<file path="src/rtl/nibbler_pkg.sv">
// Shared definitions for the Nibbler input port.
//   NUM_BUTTONS : number of board pushbuttons
//   DEBOUNCE_W  : width of each per-button debounce counter
//   buttons_t   : button vector type shared with the CPU pushbuttons port
package nibbler_pkg;
   localparam int NUM_BUTTONS = 4;
   localparam int DEBOUNCE_W  = 16;

   typedef logic [NUM_BUTTONS-1:0] buttons_t;
endpackage

</file>
<file path="src/rtl/nibbler_debounce.sv">
// One pushbutton: two-flop synchronizer, saturating debounce counter,
// debounced level and a one-cycle press pulse.
//   clk, reset : clock and synchronous active-high reset
//   raw        : asynchronous button level, 1 = pressed
//   press      : registered pulse, high for one cycle when the debounced
//                level goes 0 -> 1
module nibbler_debounce
   import nibbler_pkg::*;
#(
   parameter int unsigned DEBOUNCE_CYCLES = 4
) (
   input  logic clk,
   input  logic reset,
   input  logic raw,
   output logic press
);

   localparam logic [DEBOUNCE_W-1:0] LAST = DEBOUNCE_W'(DEBOUNCE_CYCLES - 1);

   logic                  sync1;
   logic                  sync2;
   logic                  stable;
   logic [DEBOUNCE_W-1:0] cnt;

   always_ff @(posedge clk) begin
      if (reset) begin
         sync1  <= 1'b0;
         sync2  <= 1'b0;
         stable <= 1'b0;
         cnt    <= '0;
         press  <= 1'b0;
      end else begin
         sync1 <= raw;
         sync2 <= sync1;
         press <= 1'b0;
         if (sync2 == stable) begin
            cnt <= '0;
         end else if (cnt == LAST) begin
            // Level has differed for DEBOUNCE_CYCLES consecutive cycles.
            stable <= sync2;
            cnt    <= '0;
            press  <= sync2;
         end else if (cnt != '1) begin
            cnt <= cnt + 1'b1;
         end
      end
   end

endmodule

</file>
<file path="src/rtl/nibbler_input_port.sv">
// Nibbler CPU input port: debounces four pushbuttons and latches press
// flags until the CPU reads them.
//   clk, reset   : clock and synchronous active-high reset
//   rawButtons   : asynchronous board buttons, 1 = pressed
//   readStrobe   : one-cycle pulse when the CPU consumes the button value
//   pushbuttons  : latched press flags for the CPU
//   pressPending : OR of pushbuttons
//   overrun      : per-button flag, a press arrived while still unread
module nibbler_input_port
   import nibbler_pkg::*;
#(
   parameter int unsigned DEBOUNCE_CYCLES = 4
) (
   input  logic     clk,
   input  logic     reset,
   input  buttons_t rawButtons,
   input  logic     readStrobe,
   output buttons_t pushbuttons,
   output logic     pressPending,
   output buttons_t overrun
);

   buttons_t press;

   for (genvar i = 0; i < NUM_BUTTONS; i++) begin : g_btn
      nibbler_debounce #(
         .DEBOUNCE_CYCLES(DEBOUNCE_CYCLES)
      ) u_debounce (
         .clk  (clk),
         .reset(reset),
         .raw  (rawButtons[i]),
         .press(press[i])
      );
   end

   // A read clears the flags, but a coincident press always wins.
   always_ff @(posedge clk) begin
      if (reset) begin
         pushbuttons <= '0;
         overrun     <= '0;
      end else begin
         pushbuttons <= (readStrobe ? '0 : pushbuttons) | press;
         overrun     <= (readStrobe ? '0 : overrun) | (press & pushbuttons);
      end
   end

   assign pressPending = |pushbuttons;

endmodule
</file>
<file path="config.mk">
export PLATFORM = sky130hd
export DESIGN_NAME = nibbler_input_port
export DESIGN_NICKNAME = d
export VERILOG_FILES = /design/src/rtl/nibbler_pkg.sv /design/src/rtl/nibbler_debounce.sv /design/src/rtl/nibbler_input_port.sv
export SDC_FILE = /design/constraint.sdc
export NUM_CORES = 1
export LEC_CHECK = 0
export CAP_MARGIN = 40
export CORE_MARGIN = 2
export CORE_UTILIZATION = 58
export DETAILED_ROUTE_END_ITERATION = 12
export GPL_TIMING_DRIVEN = 0
export PLACE_DENSITY = 0.77
export SLEW_MARGIN = 20
export SYNTH_ARGS = -nofsm -noshare
export SYNTH_HDL_FRONTEND = slang
export SYNTH_SLANG_ARGS = --single-unit
</file>
<file path="constraint.sdc">
create_clock -name clk -period 2.3 [get_ports clk]
set_clock_uncertainty 0.2 [all_clocks]
set_input_delay 0.46 -clock clk [delete_from_list [all_inputs] [get_ports clk]]
set_output_delay 0.46 -clock clk [all_outputs]
set_load 0.005 [all_outputs]
</file>
### Yosys cells after proc, flatten, opt, wreduce, memory -nomap -nowiden

Index checks and enable logic that the tools add are counted.

| storage, ports and cells | value |
|---|---|
| register bits after elaboration | 88 |

| cells by class | value |
|---|---|
| equal/unequal tests | 12 |
| add/sub/neg operators | 4 |
| reductions and logical operators | 13 |
| bitwise operators | 11 |
| multiplexer cells | 2 |

Operator list:

| cell | number |
|---|---|
| $add 16x1->16 const B | 4 |
| $eq 16x2->1 const B | 4 |
| $ne 16x16->1 const B | 4 |
| $reduce_or 3->1 | 8 |
| $mux 4 | 2 |
| $not 1->1 | 8 |
| $or 4x4->4 | 2 |
| $reduce_and 2->1 | 4 |
| $and 4x4->4 | 1 |
| $eq 1x1->1 | 4 |
| $reduce_or 4->1 | 1 |

### Depth between registers and ports, before layout

Gate-level depths: netlist of run 1.

| depth | value |
|---|---|
| depth after elaboration | 3 |
| gate-level depth with buffers | 6 |
| mapped depth without buffers | 5 |

### Hierarchy

Synthesis of run 1 repeated with hierarchy kept, for this count alone.

| second synthesis, totals | value |
|---|---|
| cell total of the unflattened synthesis | 474 |
| area total of the unflattened synthesis | 4256.6 um2 |

By module, submodules not included:

| module | instances | cells an instance | area each (um2) |
|---|---|---|---|
| nibbler_debounce | 4 | 110 | 991.0 |
| nibbler_input_port | 1 | 34 | 292.8 |

### Least setup slack after synthesis of run 1

No wires, ideal clock.

| timing path | value |
|---|---|
| path type | reg2reg |
| from | register g_btn[0].u_debounce.cnt[0] |
| to | register g_btn[0].u_debounce.cnt[1] |
| path slack | 0.298 ns |
| stages on the path, launching flop included | 7 |
| setup time | 0.128 ns |
| data arrival time | 1.674 ns |
| path through | dfxtp_1 ha_1 nand4_1 nor4_2 buf_2 mux2i_1 nor2_1 |

| between the ends | value |
|---|---|
| word-level cells in the longest chain between the ends | 2 |

RTL lines:

| item | line | source |
|---|---|---|
| start: declaration | nibbler_debounce.sv:23 | `logic [DEBOUNCE_W-1:0] cnt;` |
| start signal: assignment | nibbler_debounce.sv:44 | `cnt <= cnt + 1'b1;` |
| parallel branches: the longest is 2 deep, another holds $add 16x1->16 | - |  |

Parallel ways; which one is timed is not known.
A chain may end at the register's enable or synchronous reset.

### Worst setup path in the final report of run 1

| timing path | value |
|---|---|
| from | register g_btn[3].u_debounce.cnt[0] |
| to | register g_btn[3].u_debounce.cnt[5] |

| between the ends | value |
|---|---|
| word-level cells in the longest chain between the ends | 2 |

RTL lines:

| item | line |
|---|---|
| start: declaration | nibbler_debounce.sv:23 |
| start signal: assignment | nibbler_debounce.sv:44 |
| parallel branches: the longest is 2 deep, another holds $add 16x1->16 | - |

Parallel ways; which one is timed is not known.

==> results.sh, run 1 <==
export IMPL_outcome="finished clean"
export IMPL_cts_root_buffer="clkbuf_8"
export IMPL_fillerInstances=559
export IMPL_cpMaxStageDelayCell="or4_4"
export IMPL_grt_usage=0.2183
export IMPL_synth_edf_count=0
export IMPL_antenna_found_initial=0
export IMPL_fmax_mhz=464.3
export IMPL_min_path_type="reg -> reg"
export IMPL_layout_nets=487
export IMPL_die_x_microns=87.20
export IMPL_routedWlPerCell_microns=14.35
export IMPL_finalHoldViolations=0
export IMPL_worst_pin_slew_ps=613.9
export IMPL_route_detailed_drc=0
export IMPL_yosysMostFrequentCell="dfxtp_1"
export IMPL_rsz0062_at_grt="false"
export IMPL_initial_core_util=0.5943
export IMPL_syn_to_final_growth_pct=10.81
export IMPL_required_ps=2390
export IMPL_seq_area_frac_synth=0.4388
export IMPL_worstPathCellList="ha_1, nand3_1, or4_4, buf_6, a31o_1, a21oi_2"
export IMPL_drtIter0Drc=112
export IMPL_clock_sinks=88
export IMPL_htreeDepth=3
export IMPL_cp_buffers_inverters=1
export IMPL_yosys_warnings=0
export IMPL_drive_gt1_frac=0.07950
export IMPL_met1_usage=0.3036
export IMPL_met2_usage=0.3380
export IMPL_via_per_inst=6.138
export IMPL_dp_cells=543
export IMPL_max_stage_delay_ps=570
export IMPL_instances_no_fill=558
export IMPL_grt_pass1_vias=3005
export IMPL_min_period_over_period=0.9364
export IMPL_synth_cells=449
export IMPL_cts_tree="built"
export IMPL_dr_pass1_iters=4
export IMPL_io_pins=16
export IMPL_synthDistinctLibCells=52
export IMPL_cp_max_fo=9
export IMPL_yosys_top_cells_area="dfxtp_1 (44%), nor2_1 (5.0%), a21oi_1 (3.2%), mux2i_1 (3.0%), nor3_1 (3.0%)"
export IMPL_synth_top_area_frac=0.4388
export IMPL_maxSlewHeadroom=0.5877
export IMPL_path_class="reg -> reg"
export IMPL_synthFlopType="dfxtp_1"
export IMPL_diodes=0
export IMPL_core_area_sq_mm=0.006756
export IMPL_cap_violations=0
export IMPL_syn_nets=460
export IMPL_ant_nets=0
export IMPL_hold_buffers=0
export IMPL_numCtsBuffers=9
export IMPL_hpwl_microns=5538
export IMPL_grt_pass1_wl_microns=13410
export IMPL_setup_tns_ps=0
export IMPL_clock_latency_ps=350
export IMPL_start_kind="flop"
export IMPL_grt_overflow_total=0
export IMPL_wl_microns=8007
export IMPL_num_vias=3425
export IMPL_place_congestion=0.8762
export IMPL_yosys_area_top_type="dfxtp_1"
export IMPL_min_period_ps=2154
export IMPL_powerDensity_mw_per_mm2=564.5
export IMPL_ys_top_cells_by_count="dfxtp_1 (88), nor2_1 (53), a21oi_1 (26), nor3_1 (24), nand4_1 (19)"
export IMPL_p_leak_nw=1.476
export IMPL_grt_max_degree=13
export IMPL_endpoint_kind="flop"
export IMPL_clockBufferDepth=2
export IMPL_fp_row_count=30
export IMPL_syn_area_per_cell_sq_um=8.942
export IMPL_met3_usage=0.04550
export IMPL_die_area_sq_mm=0.007604
export IMPL_numPortBuffers=14
export IMPL_synth_seq_cells=88
export IMPL_die_y_microns=87.20
export IMPL_cp_arrival_ps=2240
export IMPL_synth_area_sq_mm=0.004015
export IMPL_slew_violations=0
export IMPL_path_clk_slew_ps=80
export IMPL_synthArstFlopShare=0
export IMPL_critPathTopFamily="simple AND/OR/NAND/NOR gates"
export IMPL_top_usage_layer="met2"
export IMPL_ir_drop_mv=0.4232
export IMPL_setup_violations=0
-- worst reg2reg max path: stages (launching register included) --
cell and delay (ps):
dfxtp_1 390, ha_1 240, nand3_1 230, or4_4 570, buf_6 160, a31o_1 220
a21oi_2 100
-- what timing repair did --
item | in CTS | in global routing
buffers inserted | 0 | 2
endpoints found under the hold margin | 0 | 0
resized for setup | 4 | 5
setup endpoints to repair | 13 | 32
pin swaps | 2 | 1
-- stage by stage --
| stage | hold WS, ps | setup WS [ps] | total power [mW] | utilization | area, sq um |
|---|---|---|---|---|---|
| after floorplan | 213.8 | 298.5 | 1.600 | - | 4015 |
| after global placement | 222.1 | 1.904 | 1.618 | 0.6298 | 4255 |
| after detailed placement | 226.6 | -34.04 | 1.619 | 0.6298 | 4255 |
| after CTS | 245.1 | 55.92 | 2.530 | 0.6550 | 4425 |
| after global routing | 263.5 | 16.61 | 2.594 | 0.6585 | 4449 |
| final | 241.0 | 146.2 | 2.512 | 0.6585 | 4449 |
-- placed cells by master, fill, tap and decap left out, types with 14 or more instances in the layout --
| cell | count |
|---|---|
| nor4_1 | 14 |
| nor3_1 | 24 |
| a31oi_1 | 15 |
| nand3_1 | 18 |
| nand2_1 | 14 |
| nor2_1 | 53 |
| dfxtp_1 | 88 |
| nand4_1 | 19 |
| a21oi_1 | 26 |
-- sequential cells by signal (all words and copies together) (netlist names) --
name                     cells
g_btn.u_debounce.sync1       4
g_btn.u_debounce.cnt        64
pushbuttons                  4
g_btn.u_debounce.sync2       4
g_btn.u_debounce.stable      4
g_btn.u_debounce.press       4
overrun                      4
-- report_power, final --
part | leakage (nW) | internal [mW] | switching, mW
clock network | 0.0842 | 0.433 | 0.495
registers | 0.710 | 1.53 | 0.00562
logic | 0.682 | 0.0206 | 0.0265
-- logic make-up (layout without fill, tap and decap cells) --
kind of cell             Yosys count  count (layout)  share of synthesized area
multiplexers                      12              12                    0.02992
flip-flops                        88              88                     0.4388
buffers and inverters             26              55                    0.03054
AO/OA/AOI/OAI                     85              85                     0.1371
adder cells (fa/ha/maj)            4               4                    0.01247
XOR/XNOR                          18              18                    0.03926
AND/OR/NAND/NOR                  216             216                     0.3119
-- per-layer routing --
layer / vias up / routed length (microns)
li1: 1748 / -
met2: 41 / 3623
met4: 0 / 113
met1: 1626 / 4054
met5: - / 0
met3: 10 / 215
-- final cells by class --
cell class / instances / area (sq um) / area share
Tap cell: 80 / 100.1 / 0.02250
Multi-Input combinational cell: 335 / 2147 / 0.4826
Timing Repair Buffer: 16 / 153.9 / 0.03459
Clock buffer: 12 / 155.1 / 0.03487
Sequential cell: 88 / 1762 / 0.3960
Inverter: 12 / 45.04 / 0.01012
Buffer: 14 / 81.33 / 0.01828
Clock inverter: 1 / 5.005 / 0.001125
-- worst paths after layout --
path / from / slack (ps) / to / cells after the start
setup reg to reg: g_btn[3].u_debounce.cnt[0] / 150 / g_btn[3].u_debounce.cnt[5] / 6
setup / recovery: g_btn[3].u_debounce.cnt[0] / 150 / g_btn[3].u_debounce.cnt[5] / 6
hold / removal: g_btn[2].u_debounce.sync1 / 240 / g_btn[2].u_debounce.sync2 / 1
hold reg to reg: g_btn[2].u_debounce.sync1 / 240 / g_btn[2].u_debounce.sync2 / 1
No activity file was read; power rests on OpenSTA's default activity.
==> inputs of run 2 (changes only) <==
--- a/config.mk
+++ b/config.mk
@@ -11,6 +11,7 @@
 export DETAILED_ROUTE_END_ITERATION = 12
 export GPL_TIMING_DRIVEN = 0
 export PLACE_DENSITY = 0.77
+export REMOVE_ABC_BUFFERS = 1
 export SLEW_MARGIN = 20
 export SYNTH_ARGS = -nofsm -noshare
 export SYNTH_HDL_FRONTEND = slang
==> run 2 against run 1 <==
Largest cell class unchanged; critical path depth up 2; clock power increased by 33%; non-clock buffer count decreased by 10; global-route usage grew 0.23 points; clock-buffer cell count is 1 higher; die area is the same; critical endpoint is now g_btn[0].u_debounce.cnt[9].
==> results.sh, run 2 (synthesis results as in run 1) <==
export IMPL_start_kind="flop"
export IMPL_instances_no_fill=551
export IMPL_hpwl_microns=5397
export IMPL_min_delay_start="g_btn[2].u_debounce.sync1"
export IMPL_layout_nets=477
export IMPL_dr_pass1_iters=4
export IMPL_min_path_type="reg -> reg"
export IMPL_dp_cells=532
export IMPL_crit_top_cell="buf_4"
export IMPL_path_class="reg -> reg"
export IMPL_ant_nets=0
export IMPL_clock_sinks=88
export IMPL_final_area_sq_mm=0.004484
export IMPL_fmax_mhz=461.5
export IMPL_drtIter0Drc=126
export IMPL_clock_latency_ps=350
export IMPL_rrSetupSlack_ps=130
export IMPL_worstReg2RegStart="g_btn[0].u_debounce.cnt[0]"
export IMPL_cp_arrival_ps=2240
export IMPL_cts_tree="built"
export IMPL_fp_row_count=30
export IMPL_path_clk_slew_ps=80
export IMPL_setup_tns_ps=0
export IMPL_r2r_end="g_btn[0].u_debounce.cnt[9]"
export IMPL_cellInternalPower_mw=2.276
export IMPL_final_common_cell="dfxtp_1"
export IMPL_io_pins=16
export IMPL_maxSlewHeadroom=0.5966
export IMPL_fillerInstances=578
export IMPL_multi_input_area_sq_mm=0.002156
export IMPL_min_to="g_btn[2].u_debounce.sync2"
export IMPL_setup_violations=0
export IMPL_syn_to_final_growth_pct=11.69
export IMPL_die_x_microns=87.20
export IMPL_finalHoldViolations=0
export IMPL_regArea_sq_mm=0.001764
export IMPL_pwr_share_seq=0.546
export IMPL_antenna_found_initial=0
export IMPL_fin_util=0.6637
export IMPL_worst_pin_slew_ps=600.6
export IMPL_grt_pass1_vias=3033
export IMPL_worstPathCellList="ha_1, nand4_1, buf_4, nor4_4, buf_4, buf_4, or4_1, a21oi_1"
export IMPL_grt_max_degree=25
export IMPL_cts_root_buffer="clkbuf_8"
export IMPL_p_sw_frac=0.1910
export IMPL_clockBufferDepth=2
export IMPL_clock_power_share=0.438
export IMPL_endpoint_kind="flop"
export IMPL_num_vias=3422
export IMPL_die_area_sq_mm=0.007604
export IMPL_grt_pass1_wl_microns=13510
export IMPL_grt_usage=0.2206
export IMPL_place_area_sq_mm=0.004207
export IMPL_place_congestion=0.8246
export IMPL_powerDensity_mw_per_mm2=627.3
export IMPL_htreeDepth=3
export IMPL_initial_core_util=0.5943
export IMPL_diodes=0
export IMPL_slew_violations=0
export IMPL_largest_register="g_btn.u_debounce.cnt"
export IMPL_cpMaxStageDelayCell="or4_1"
export IMPL_routedWlPerCell_microns=14.44
export IMPL_min_period_over_period=0.9421
export IMPL_p_leak_nw=1.493
export IMPL_largest_register_ffs=64
export IMPL_ir_drop_mv=0.6094
export IMPL_die_y_microns=87.20
export IMPL_worst_slack_ps=133.3
export IMPL_grt_overflow_total=0
export IMPL_dp_slack_ps=-202.1
export IMPL_cp_max_fo=8
export IMPL_p_switching_uw=537.3
export IMPL_wl_microns=7956
export IMPL_ff2ff_path_depth=8
export IMPL_required_ps=2370
export IMPL_numCtsBuffers=9
export IMPL_route_detailed_drc=0
export IMPL_layout_common_cells="dfxtp_1 (86), nor2_1 (53), a21oi_1 (26)"
export IMPL_outcome="finished clean"
export IMPL_min_period_ps=2167
export IMPL_via_per_inst=6.211
export IMPL_core_area_sq_mm=0.006756
export IMPL_p_comb_frac=0.016
export IMPL_cap_violations=0
export IMPL_hold_depth=1
export IMPL_max_stage_delay_ps=470
export IMPL_rsz0062_at_grt="false"
export IMPL_drive_gt1_frac=0.07219
export IMPL_numPortBuffers=15
[run 2: cell count changes in the layout (fill, tap and decap cells not counted), sizes merged]
cell / previous run / this run
buf: 7 / 5
bufinv: 0 / 3
clkbuf: 21 / 13
clkdlybuf4s50: 13 / 14
clkinv: 1 / 0
[run 2: power by group through the flow]
stage | clock [mW] | sequential, mW | combinational [mW]
after floorplan | 0 | 1.57 | 0.0208
after global placement | 0 | 1.57 | 0.0419
after detailed placement | 0 | 1.57 | 0.0454
after CTS | 1.27 | 1.54 | 0.0455
after global routing | 1.32 | 1.54 | 0.0500
final | 1.23 | 1.54 | 0.0455
[run 2: critical path, delay by kind of cell, from the launching register on]
kind / cells / cell delay [ps]
simple gates: 3 / 640
buf+inv: 3 / 470
flops: 1 / 360
fa+ha+maj: 1 / 260
compound gates: 1 / 160
[run 2: final cells by class]
cell class | instances | share of cell area
multi-input cells | 335 | 0.4807
flip-flops and latches | 88 | 0.3934
repair buffers | 20 | 0.04241
clock buffers | 13 | 0.03097
well taps | 80 | 0.02232
clock inverters | 3 | 0.02009
inverters | 12 | 0.01004
[run 2: how the worst max path moves through the flow]
stage | start | endpoint | slack (ps) | depth (start not counted)
after floorplan | g_btn[0].u_debounce.cnt[0] | g_btn[0].u_debounce.cnt[1] | 70 | 5
after global placement | reset | g_btn[3].u_debounce.cnt[14] | -490 | 4
after detailed placement | g_btn[0].u_debounce.cnt[0] | g_btn[0].u_debounce.cnt[1] | -200 | 6
after CTS | g_btn[0].u_debounce.cnt[0] | g_btn[0].u_debounce.cnt[1] | 50 | 6
after global routing | g_btn[2].u_debounce.cnt[0] | g_btn[2].u_debounce.cnt[10] | 3 | 5
final | g_btn[0].u_debounce.cnt[0] | g_btn[0].u_debounce.cnt[9] | 130 | 8
[run 2: per-layer routing]
layer	share of wire	global-route usage
met3	0.032	0.05687
met4	0.0099	0.06573
met2	0.48	0.3511
met5	0	0
met1	0.48	0.2964
[run 2: timing repair]
item | in CTS | in global routing
buffers inserted | 0 | 3
resized for setup | 4 | 4
hold buffers | 0 | 0
endpoints found under the hold margin | 0 | 0
pin swaps | 1 | 2
endpoints found under the setup margin | 7 | 37
[run 2: per-stage QoR]
stage / hold WS [ps] / total power [mW]
global route: 264.5 / 2.904
detailed placement: 229.0 / 1.618
floorplan: 213.8 / 1.592
finish: 240.7 / 2.813
CTS: 249.3 / 2.848
global placement: 217.3 / 1.614
==> inputs of run 3 (changes only) <==
--- a/config.mk
+++ b/config.mk
@@ -5,10 +5,11 @@
 export SDC_FILE = /design/constraint.sdc
 export NUM_CORES = 1
 export LEC_CHECK = 0
-export CAP_MARGIN = 40
+export CAP_MARGIN = 20
 export CORE_MARGIN = 2
 export CORE_UTILIZATION = 58
 export DETAILED_ROUTE_END_ITERATION = 12
+export GPL_ROUTABILITY_DRIVEN = 0
 export GPL_TIMING_DRIVEN = 0
 export PLACE_DENSITY = 0.77
 export REMOVE_ABC_BUFFERS = 1
==> constraint.sdc (replaced) <==
create_clock -name clk -period 2.2 [get_ports clk]
set_clock_uncertainty 0.2 [all_clocks]
set_input_delay 0.44 -clock clk [delete_from_list [all_inputs] [get_ports clk]]
set_output_delay 0.44 -clock clk [all_outputs]
set_load 0.005 [all_outputs]
==> run 3 against run 2 <==
First-iteration DRC count rose by 15%; critical endpoint is now pressPending; non-clock buffer count fell by 3; power fell by 0.19%; flip-flop and latch count did not move; die area did not move; clock power fell by 6%; sequential power rose by 5%; via count barely moved; global-route usage rose by 0.28 points; combinational power barely moved; worst hold slack improved by 2.1 ps; setup slack got worse by 37 ps.
==> results.sh, run 3 (synthesis results as in run 1) <==
export IMPL_outcome="finished clean"
export IMPL_die_y_microns=87.20
export IMPL_min_path_type="reg -> reg"
export IMPL_route_detailed_drc=0
export IMPL_setup_violations=0
export IMPL_instances_no_fill=547
export IMPL_slew_violations=0
export IMPL_hold_depth=1
export IMPL_cap_violations=0
export IMPL_worstPathCellList="or4_1, dlygate4sd2_1"
export IMPL_required_ps=1560
export IMPL_die_area_sq_mm=0.007604
export IMPL_die_x_microns=87.20
export IMPL_drtIter0Drc=145
export IMPL_pwr_share_seq=0.572
export IMPL_core_area_sq_mm=0.006756
export IMPL_numPortBuffers=15
export IMPL_rrSetupSlack_ps=130
export IMPL_maxSlewHeadroom=0.3995
export IMPL_path_class="reg -> out"
export IMPL_max_stage_delay_ps=510
export IMPL_min_period_over_period=0.9561
export IMPL_largest_register="g_btn.u_debounce.cnt"
export IMPL_powerDensity_mw_per_mm2=627.2
export IMPL_ir_drop_mv=0.3819
export IMPL_cellInternalPower_mw=2.255
export IMPL_clock_power_share=0.412
export IMPL_routedWlPerCell_microns=14.51
export IMPL_min_to="g_btn[2].u_debounce.sync2"
export IMPL_worst_pin_slew_ps=900.8
export IMPL_start_kind="flop"
export IMPL_htreeDepth=3
export IMPL_p_switching_uw=552.3
export IMPL_fmax_mhz=475.4
export IMPL_numCtsBuffers=9
export IMPL_grt_pass1_vias=3090
export IMPL_fp_row_count=30
export IMPL_min_period_ps=2104
export IMPL_p_comb_frac=0.016
export IMPL_clock_latency_ps=340
export IMPL_cts_root_buffer="clkbuf_8"
export IMPL_cp_max_fo=4
export IMPL_num_vias=3419
export IMPL_via_per_inst=6.250
export IMPL_r2r_end="g_btn[3].u_debounce.cnt[5]"
export IMPL_finalHoldViolations=0
export IMPL_clock_sinks=88
export IMPL_clockBufferDepth=2
export IMPL_rsz0062_at_grt="false"
export IMPL_io_pins=16
export IMPL_largest_register_ffs=64
export IMPL_drive_gt1_frac=0.07709
export IMPL_p_sw_frac=0.1967
export IMPL_wl_microns=7939
export IMPL_layout_common_cells="dfxtp_1 (86), nor2_1 (53), a21oi_1 (26)"
export IMPL_layout_nets=474
export IMPL_dp_cells=530
export IMPL_ant_nets=0
export IMPL_initial_core_util=0.5943
export IMPL_grt_pass1_wl_microns=13690
export IMPL_path_clk_slew_ps=80
export IMPL_grt_max_degree=29
export IMPL_grt_usage=0.2234
export IMPL_endpoint_kind="output pin"
export IMPL_worstReg2RegStart="g_btn[3].u_debounce.cnt[0]"
export IMPL_ff2ff_path_depth=5
export IMPL_hpwl_microns=5372
export IMPL_p_leak_nw=1.467
export IMPL_cp_arrival_ps=1460
export IMPL_antenna_found_initial=0
export IMPL_final_common_cell="dfxtp_1"
export IMPL_setup_tns_ps=0
export IMPL_cpMaxStageDelayCell="or4_1"
export IMPL_syn_to_final_growth_pct=11.50
export IMPL_cts_tree="built"
export IMPL_dr_pass1_iters=4
export IMPL_min_delay_start="g_btn[2].u_debounce.sync1"
export IMPL_grt_overflow_total=0
export IMPL_diodes=0
## run 3: cell types whose count changed in the layout (fill, tap and decap cells not counted), moves of 2 or more
cell / change
nand2_4: +2
nor3_1: -2
nor3_2: +2
buf_4: -3
## run 3: metal layers
metal	routed length [microns]	track usage
met1	3746	0.2949
met2	3882	0.3616
met3	264	0.05213
met4	46	0.07413
met5	0	0
## run 3: how the worst max path moves through the flow
stage	from	end	slack [ps]	cells past startpoint
2_1_floorplan	g_btn[0].u_debounce.cnt[0]	g_btn[0].u_debounce.cnt[1]	-30	5
3_3_place_gp	reset	g_btn[3].u_debounce.cnt[14]	-570	4
3_5_place_dp	reset	g_btn[3].u_debounce.cnt[14]	-640	4
4_1_cts	g_btn[2].u_debounce.cnt[0]	g_btn[2].u_debounce.cnt[7]	10	5
5_1_grt	g_btn[3].u_debounce.cnt[0]	g_btn[3].u_debounce.cnt[3]	7	5
6_report	pushbuttons[2]	pressPending	100	2
## run 3: area by class of cell
type,count,area [sq um]
sequential,88,1764
clock buffer,12,135.1
multi-input combinational,335,2190
inverter,12,45.04
fill,565,2280
clock inverter,3,67.56
timing repair buffer,17,175.2
tap,80,100.1
## run 3: what timing repair did
item,4_1_cts,5_1_grt
pin swaps,1,3
hold buffers,0,0
buffers inserted,1,1
setup endpoints to repair,41,49
gates resized for setup,4,13
## run 3: critical path, delay by kind of cell, from the launching register on
family,cells,cell delay [ps]
DFF,1,340
and+or+nand+nor,1,510
buffers and inverters,1,280
## run 3: per-stage QoR
stage / util / area, sq um / setup WS [ps] / hold WS (ps) / total power, mW
2_1_floorplan: - / 3938 / -27.06 / 213.8 / 1.664
3_3_place_gp: 0.6198 / 4188 / -574.7 / 217.3 / 1.687
3_5_place_dp: 0.6198 / 4188 / -644.2 / 226.3 / 1.689
4_1_cts: 0.6539 / 4418 / 14.90 / 246.5 / 2.848
5_1_grt: 0.6626 / 4477 / 6.882 / 262.2 / 2.906
6_report: 0.6626 / 4477 / 96.50 / 242.8 / 2.808
## run 3: power groups by stage
stage	Combinational, mW	Sequential, mW	Clock, mW
after global routing	0.0508	1.61	1.25
final	0.0454	1.61	1.16
after detailed placement	0.0452	1.64	0
after floorplan	0.0217	1.64	0
after CTS	0.0448	1.61	1.20
after global placement	0.0438	1.64	0
